### src/rtl/ps2_line_assembler_if.sv
// Keyboard-to-line-assembler bus: character strobe in, line/edit state out.
interface ps2_line_assembler_if #(
  parameter int LINE_CHARS = 32
);
  localparam int LW = 8 * LINE_CHARS;
  localparam int CW = $clog2(LINE_CHARS + 1);

  logic [7:0]    char_in;
  logic          char_valid;
  logic [LW-1:0] line_out;
  logic          line_ready;
  logic [LW-1:0] edit_line;
  logic [CW-1:0] cursor;
  logic          overflow;

  // Keyboard decoder side: drives characters, observes the assembled line.
  modport master (
    output char_in, char_valid,
    input  line_out, line_ready, edit_line, cursor, overflow
  );

  // Line assembler side.
  modport slave (
    input  char_in, char_valid,
    output line_out, line_ready, edit_line, cursor, overflow
  );
endinterface

### src/rtl/ps2_line_assembler.sv
// Builds an editable command line from keyboard characters and publishes it
// as a left-justified packed line with a one-cycle ready pulse on Enter.
module ps2_line_assembler #(
  parameter int         LINE_CHARS = 32,
  parameter logic [7:0] PAD_CHAR   = 8'h00,
  parameter int         UPCASE     = 1
) (
  input logic                  i_clock,
  input logic                  i_resetn,
  ps2_line_assembler_if.slave  bus
);
  localparam int LW = 8 * LINE_CHARS;
  localparam int CW = $clog2(LINE_CHARS + 1);

  localparam logic [0:0] ST_EDIT   = 1'b0;
  localparam logic [0:0] ST_COMMIT = 1'b1;

  localparam logic [LW-1:0] PAD_LINE = {LINE_CHARS{PAD_CHAR}};
  localparam logic [CW-1:0] CUR_MAX  = CW'(LINE_CHARS);

  logic [0:0]    r_state;
  logic [LW-1:0] r_line_out;
  logic [LW-1:0] r_edit_line;
  logic [CW-1:0] r_cursor;
  logic          r_overflow;

  logic [0:0]    w_state_next;
  logic [LW-1:0] w_line_out_next;
  logic [LW-1:0] w_edit_next;
  logic [CW-1:0] w_cursor_next;
  logic          w_overflow_next;

  logic [7:0]    w_char;
  logic          w_is_print;
  logic          w_is_bs;
  logic          w_is_enter;
  logic          w_is_esc;
  logic [CW-1:0] w_cursor_dec;

  assign w_is_print   = (bus.char_in >= 8'h20) && (bus.char_in <= 8'h7E);
  assign w_is_bs      = (bus.char_in == 8'h08);
  assign w_is_enter   = (bus.char_in == 8'h0D) || (bus.char_in == 8'h0A);
  assign w_is_esc     = (bus.char_in == 8'h1B);
  assign w_char       = ((UPCASE != 0) && (bus.char_in >= 8'h61) && (bus.char_in <= 8'h7A))
                        ? (bus.char_in - 8'h20) : bus.char_in;
  assign w_cursor_dec = r_cursor - CW'(1);

  // Next-state decode: classify the incoming character and edit the buffer.
  // COMMIT lasts exactly one cycle, and characters are still accepted during it.
  always_comb begin
    w_state_next    = ST_EDIT;
    w_line_out_next = r_line_out;
    w_edit_next     = r_edit_line;
    w_cursor_next   = r_cursor;
    w_overflow_next = r_overflow;
    if (bus.char_valid) begin
      if (w_is_print) begin
        if (r_cursor < CUR_MAX) begin
          for (int i = 0; i < LINE_CHARS; i++) begin
            if (CW'(i) == r_cursor) w_edit_next[LW-1-8*i -: 8] = w_char;
          end
          w_cursor_next = r_cursor + CW'(1);
        end else begin
          w_overflow_next = 1'b1;
        end
      end else if (w_is_bs) begin
        if (r_cursor != '0) begin
          for (int i = 0; i < LINE_CHARS; i++) begin
            if (CW'(i) == w_cursor_dec) w_edit_next[LW-1-8*i -: 8] = PAD_CHAR;
          end
          w_cursor_next = w_cursor_dec;
        end
      end else if (w_is_enter) begin
        // An overflowed line is discarded rather than published truncated.
        if (r_overflow) begin
          w_edit_next     = PAD_LINE;
          w_cursor_next   = '0;
          w_overflow_next = 1'b0;
        end else if (r_cursor != '0) begin
          w_line_out_next = r_edit_line;
          w_state_next    = ST_COMMIT;
          w_edit_next     = PAD_LINE;
          w_cursor_next   = '0;
        end
      end else if (w_is_esc) begin
        w_edit_next     = PAD_LINE;
        w_cursor_next   = '0;
        w_overflow_next = 1'b0;
      end
    end
  end

  // State registers with asynchronous active-low clear.
  always_ff @(posedge i_clock or negedge i_resetn) begin
    if (!i_resetn) begin
      r_state     <= ST_EDIT;
      r_line_out  <= PAD_LINE;
      r_edit_line <= PAD_LINE;
      r_cursor    <= '0;
      r_overflow  <= 1'b0;
    end else begin
      r_state     <= w_state_next;
      r_line_out  <= w_line_out_next;
      r_edit_line <= w_edit_next;
      r_cursor    <= w_cursor_next;
      r_overflow  <= w_overflow_next;
    end
  end

  assign bus.line_out   = r_line_out;
  assign bus.line_ready = (r_state == ST_COMMIT);
  assign bus.edit_line  = r_edit_line;
  assign bus.cursor     = r_cursor;
  assign bus.overflow   = r_overflow;
endmodule

### src/flat_wrapper.sv
// flat-port wrapper written by rule: the top's interface ports become plain ports
module ps2_line_assembler_flat 
#(
  parameter int         LINE_CHARS = 32,
  parameter logic [7:0] PAD_CHAR   = 8'h00,
  parameter int         UPCASE     = 1
)
  (i_clock, i_resetn, bus_char_in, bus_char_valid, bus_line_out, bus_line_ready, bus_edit_line, bus_cursor, bus_overflow);
  ps2_line_assembler_if #(.LINE_CHARS(LINE_CHARS)) bus_i ();
  input logic i_clock;
  input logic i_resetn;
  input wire logic [$bits(bus_i.char_in)-1:0] bus_char_in;
  input wire logic [$bits(bus_i.char_valid)-1:0] bus_char_valid;
  output wire logic [$bits(bus_i.line_out)-1:0] bus_line_out;
  output wire logic [$bits(bus_i.line_ready)-1:0] bus_line_ready;
  output wire logic [$bits(bus_i.edit_line)-1:0] bus_edit_line;
  output wire logic [$bits(bus_i.cursor)-1:0] bus_cursor;
  output wire logic [$bits(bus_i.overflow)-1:0] bus_overflow;
  assign bus_i.char_in = bus_char_in;
  assign bus_i.char_valid = bus_char_valid;
  assign bus_line_out = bus_i.line_out;
  assign bus_line_ready = bus_i.line_ready;
  assign bus_edit_line = bus_i.edit_line;
  assign bus_cursor = bus_i.cursor;
  assign bus_overflow = bus_i.overflow;
  ps2_line_assembler #(.LINE_CHARS(LINE_CHARS), .PAD_CHAR(PAD_CHAR), .UPCASE(UPCASE)) u_core (.i_clock(i_clock), .i_resetn(i_resetn), .bus(bus_i));
endmodule
### config.mk
export PLATFORM = sky130hd
export DESIGN_NAME = ps2_line_assembler_flat
export DESIGN_NICKNAME = d
export VERILOG_FILES = /design/src/rtl/ps2_line_assembler_if.sv /design/src/rtl/ps2_line_assembler.sv /design/src/flat_wrapper.sv
export SDC_FILE = /design/constraint.sdc
export NUM_CORES = 1
export LEC_CHECK = 0
export ABC_CLOCK_PERIOD_IN_PS = 3800
export CORE_ASPECT_RATIO = 1.1
export CORE_UTILIZATION = 49
export DETAILED_ROUTE_END_ITERATION = 8
export GPL_TIMING_DRIVEN = 0
export PLACE_DENSITY_LB_ADDON = 0.05
export SYNTH_ARGS = -nofsm -noshare
export SYNTH_HDL_FRONTEND = slang
export SYNTH_SLANG_ARGS = --single-unit
### constraint.sdc
create_clock -name i_clock -period 3.8 [get_ports i_clock]
set_clock_uncertainty 0.1 [all_clocks]
set_input_delay 0.38 -clock i_clock [delete_from_list [all_inputs] [get_ports i_clock]]
set_output_delay 0.38 -clock i_clock [all_outputs]
set_load 0.01 [all_outputs]
# Word level (Yosys, flattened, before mapping)
# Cells that the tools add are included.
[word_totals] regBits=520 word_cells=317
[classes] add_sub_neg=3 n_lt_le_gt_ge=5 bitwise_logic=3 eq_ne=135 muxes=92 n_reduce_logical=43
[ops] operator="256-bit 2-to-1 mux" n=8
[ops] operator="8-bit 2-to-1 mux" n=65
[ops] operator="7-bit AND reduction" n=32
[ops] operator="5-bit by 6-bit == test with 1-bit output (first input constant)" n=32
[ops] operator="3-bit by 2-bit inequality test with 1-bit output (second input constant)" n=33
[ops] operator="4-bit by 6-bit == test with 1-bit output (first input constant)" n=16
[ops] operator="2-bit inequality test (second input constant)" n=34
[ops] operator="3-bit by 6-bit == test with 1-bit output (first input constant)" n=8
[ops] operator="6-bit 2-to-1 mux" n=8
[ops] operator="2-bit by 6-bit == test with 1-bit output (first input constant)" n=4
[ops] operator="8-bit by 4-bit == test with 1-bit output (second input constant)" n=3
[ops] operator="8-bit by 7-bit <= comparator with 1-bit output (second input constant)" n=2
[ops] operator="1-bit by 6-bit == test with 1-bit output (first input constant)" n=2
[ops] operator="6-bit logical NOT" n=2
[ops] operator="1-bit 2-to-1 mux" n=11
[ops] operator="8-bit by 5-bit == test with 1-bit output (second input constant)" n=1
[ops] operator="8-bit by 6-bit >= comparator with 1-bit output (second input constant)" n=1
[ops] operator="8-bit by 7-bit >= comparator with 1-bit output (second input constant)" n=1
[ops] operator="8-bit by 6-bit subtractor with 8-bit output (second input constant)" n=1
[ops] operator="6-bit by 1-bit adder with 6-bit output (second input constant)" n=1
[ops] operator="6-bit less-than comparator (second input constant)" n=1
[ops] operator="6-bit AND reduction" n=1
[ops] operator="6-bit nonzero test" n=1
[ops] operator="6-bit by 1-bit subtractor with 6-bit output (second input constant)" n=1
[ops] operator="other kinds (9)" n=12

# Depth between registers and ports, before layout
[depth] word_depth=7 mapped_depth=12 mapped_depth_nobuf=8

# Least setup slack after synthesis
# Ideal clock, no wire load.
[synth_path] path_type="register to register" from="reg u_core.r_cursor[0], in the netlist u_core.bus.cursor[0]" to="reg u_core.r_edit_line[10], in the netlist u_core.bus.edit_line[10]" path_slack_ns=0.452 path_buffers=4 arrival_ns=3.123 stages_incl_launch_ff=13 required_ns=3.575 cell_sequence="dfrtp_1 clkbuf_1 inv_1 ha_1 nor2b_1 and3_1 clkbuf_1 a311o_2 and2_4 buf_6 buf_6 nor3_4 mux2_2"
[synth_between] elab_chain_cells=4 word_cells_on_any_way=11
[synth_lines] item="from (decl)" line="ps2_line_assembler.sv:24" rtl="logic [CW-1:0] r_cursor;"
[synth_lines] item="from (signal assigned)" line="ps2_line_assembler.sv:105" rtl="r_cursor <= w_cursor_next;"
[synth_lines] item="6-bit by 1-bit subtractor with 6-bit output" line="ps2_line_assembler.sv:46" rtl="assign w_cursor_dec = r_cursor - CW'(1);"
[synth_lines] item="5-bit by 6-bit == test with 1-bit output" line="ps2_line_assembler.sv:69" rtl="if (CW'(i) == w_cursor_dec) w_edit_next[LW-1-8*i -: 8] = PAD_CHAR;"
[synth_lines] item="3-bit by 2-bit inequality test with 1-bit output (no line)"
[synth_lines] item="7-bit AND reduction (no line) *"
[synth_lines] item="to (signal assigned)" line="ps2_line_assembler.sv:104" rtl="r_edit_line <= w_edit_next;"
[synth_lines] item="to (decl)" line="ps2_line_assembler.sv:23" rtl="logic [LW-1:0] r_edit_line;"
# Mark *: on every way between the ends. The rest lies on a longest branch, timed or not.
# A chain may end at the register's enable or synchronous reset.

# Worst setup path after layout
[layout_path] from="reg u_core.r_cursor[0], in the netlist u_core.bus.cursor[0]" to="reg u_core.r_edit_line[160], in the netlist u_core.bus.edit_line[160]"
[layout_between] elab_chain_cells=4 word_cells_on_any_way=11
[layout_lines] item="6-bit by 1-bit subtractor with 6-bit output" line="ps2_line_assembler.sv:46"
[layout_lines] item="4-bit by 6-bit == test with 1-bit output" line="ps2_line_assembler.sv:69"
[layout_lines] item="3-bit by 2-bit inequality test with 1-bit output (no line)"
[layout_lines] item="7-bit AND reduction (no line) *"
# Marked as above.

==> reports/qor.yml <==
run_status:
  outcome: "complete, no violations"
setup_path:
  r2r-end: "u_core.bus.edit_line[160]$_DFFE_PN0P_"
  critPathArrivalTime_ns: 4.06
  cp-startpoint: "u_core.bus.cursor[0]$_DFFE_PN0P_"
  r2r_cells: 11
  worstSetupEndpoint: "u_core.bus.edit_line[160]$_DFFE_PN0P_"
  required_ns: 4.17
  rrSetupSlack_ns: 0.12
  critPathKind: "flip-flop to flip-flop"
  reg2reg_from: "u_core.bus.cursor[0]$_DFFE_PN0P_"
  cp-start-kind: "flip-flop"
  endpoint_kind: "flip-flop"
  path_max_fanout: 10
timing:
  drv_slew: 0
  setup_tns_ns: 0
  setup_viol_count_final: 0
  finalCritPeriodShare: 0.9694
  slew_headroom: 0.3126
  period_needed_ns: 3.684
  worst_slew_pin_slew_ns: 1.031
  grt_setup_unrepaired: "no"
  hold_viol: 0
  fmax_mhz: 271.5
finish:
  antennaDiodeCount: 0
  post-route-util: 0.6917
  nets: 1998
  drive_above_1_share: 0.3505
  area.growth.synth_to_final_pct: 39.28
die:
  initial_core_util: 0.4966
  coreArea_um2: 42210
  die-width_um: 199.2
  dieArea_um2: 43610
  die_h_um: 218.9
  rows: 79
  io_pins: 531
global_routing:
  grt_pass1_vias: 14770
  grt_pass1_wl_um: 95200
  track_usage: 0.2992
  grt_start_max_net_pins: 127
  antenna_found_initial: 2
  grt_overflow: 0
clocking:
  ctsHtreeMaxLevel: 2
  cts_sinks: 520
  numCtsBuffers: 52
  cts_tree: "done"
  clock-root-buffer: "clkbuf_16"
  clk_latency_ns: 0.59
  cts_buffer_depth: 3
  cts.clk_slew.worst_paths_ns: 0.06
synth:
  yosysWarningCount: 0
  synth.area.top_cells: "dfrtp_1 62%, mux2_2 27%, nor3_4 1.2%"
  post-synth-top-count-cell: "dfrtp_1"
  ys_seq_elements: 520
  syn_nets: 1396
  syn_inst: 1376
  async_flop_share: 1.000
  netlist.area_leader.share: 0.6208
  ys_top_cells_by_count: "520 x dfrtp_1, 505 x mux2_2, 48 x clkbuf_1"
  avgSynthCellArea_um2: 15.23
  synth_edf_count: 0
  yosysSeqAreaShare: 0.6208
  synth_top_area_cell: "dfrtp_1"
  syn_area_um2: 20960
  synthDistinctLibCells: 62
  synth-main-ff-cell: "dfrtp_1"
pwr:
  irDropWorstVdd_mv: 0.4576
  power.density_nw_per_um2: 510.8
  leakage_nw: 13.51
routing:
  vias: 14030
  ant_nets: 0
  routed_wl_um: 64500
  avgRoutedWirePerCell_um: 24.96
  first_iter_violations: 732
  drt-vias-per-instance: 5.431
  dr.pass1.iters: 5
  post-route-drc-count: 0
placement:
  finalWeightedCongestion: 0.9120
  io_buffers: 529
  hpwlAfterDp_um: 46470
job:
  max-cap-violations: 0
hold_path:
  hp-class: "input port to flip-flop"
## power by group
group	switching (W)	total, W	internal (W)
registers	0.000505	0.00660	0.00609
clock network	0.00213	0.00535	0.00322
logic	0.00140	0.00296	0.00157
total	0.00404	0.0149	0.0109
## worst min path at each step
stage | startpoint | end | cells past startpoint
final | bus_char_in[4] | u_core.bus.line_ready$_DFF_PN0_ | 3
after global placement | u_core.bus.line_out[83]$_DFFE_PN0P_ | u_core.bus.line_out[83]$_DFFE_PN0P_ | 1
after floorplan | i_resetn | u_core.bus.cursor[0]$_DFFE_PN0P_ | 0
after CTS | bus_char_in[4] | u_core.bus.line_ready$_DFF_PN0_ | 3
after global routing | bus_char_in[4] | u_core.bus.line_ready$_DFF_PN0_ | 3
after detailed placement | i_resetn | u_core.bus.line_out[210]$_DFFE_PN0P_ | 1
## metrics by stage
| stage | hold WS (ns) | cells | instance area, um^2 | setup WS (ns) | power, W |
|---|---|---|---|---|---|
| final | 0.1582 | 2584 | 29190 | 0.1164 | 0.01491 |
| after global routing | 0.1675 | 2584 | 29190 | 0.01565 | 0.01548 |
| after CTS | 0.1116 | 2573 | 29000 | -0.002911 | 0.01498 |
| after detailed placement | 0.2450 | 2476 | 27080 | -0.8543 | 0.009601 |
| after global placement | 0.3887 | 2472 | 26960 | -20.08 | 0.009549 |
| after floorplan | -0.01559 | 1376 | 20960 | 0.4524 | 0.007751 |
## state kept, by name (all words and copies together), names as in the netlist
signal                 flops
u_core.bus.edit_line     256
u_core.bus.line_out      256
u_core.bus.cursor          6
u_core.bus.line_ready      1
u_core.bus.overflow        1
## logic make-up after synthesis
group,count (synthesis),share of synthesized area
xor gates and xnor gates,3,0.001254
and+or+nand+nor,123,0.04131
buffers and inverters,101,0.02155
muxes,512,0.2760
AOI/OAI and AO/OA,108,0.03373
adders and majority gates,9,0.005373
DFF,520,0.6208
## cell type report
class | count | area [um^2]
fill | 3011 | 13010
multi-input combinational | 755 | 7531
clock inverter | 16 | 216.5
tap | 567 | 709.4
clock buffer | 77 | 1587
buffer | 92 | 434.2
timing repair buffer | 549 | 5670
sequential | 520 | 13020
inverter | 8 | 30.03
## critical path, cell delays in order, from the launching register on
cell,delay (ns)
dfrtp_2,0.39
clkbuf_4,0.20
inv_1,0.09
ha_2,0.23
nor2b_2,0.20
and3_1,0.18
clkbuf_1,0.16
a311o_2,0.46
or3_1,0.38
a222oi_1,0.46
buf_2,0.33
mux2_2,0.37
## routing by layer
metal / track usage / vias up / wire length (um) / share of wire
li1: - / 6121 / - / -
met1: 0.3740 / 7322 / 25720 / 0.40
met2: 0.4922 / 470 / 31710 / 0.49
met3: 0.07991 / 119 / 4670 / 0.072
met4: 0.1213 / 2 / 2383 / 0.037
met5: 0 / - / 11 / 0.00017
## placed cells by master (no fill, tap or decap), types with 5 or more instances in the layout
cell	synthesis	routed
clkdlybuf4s50_1	0	528
dfrtp_1	520	518
mux2_2	505	505
clkbuf_16	0	53
clkbuf_1	48	47
buf_2	36	35
a21oi_1	32	32
nand2_1	26	26
o21ai_0	20	20
clkbuf_8	0	17
a31oi_1	16	16
nor3_4	16	16
and3_1	13	13
buf_12	0	11
or2_2	8	8
and2_1	8	8
ha_1	9	8
clkinv_2	0	8
inv_1	7	7
nor2_1	8	7
nand3_1	7	7
buf_4	1	6
clkbuf_2	1	6
nor2b_1	7	6
nor3_1	6	6
o31ai_1	6	6
o22ai_1	6	6
mux2_4	5	5
bufinv_16	0	5
## repair_timing
| item | 4_1_cts | 5_1_grt |
|---|---|---|
| hold endpoints to repair | 55 | 0 |
| resized for setup | 16 | 11 |
| pin swaps | 5 | 7 |
| setup endpoints to repair | 501 | 189 |
| hold buffers | 1 | 0 |
| buffers inserted | 4 | 11 |
Note: power is estimated with default switching activity, not from simulation.
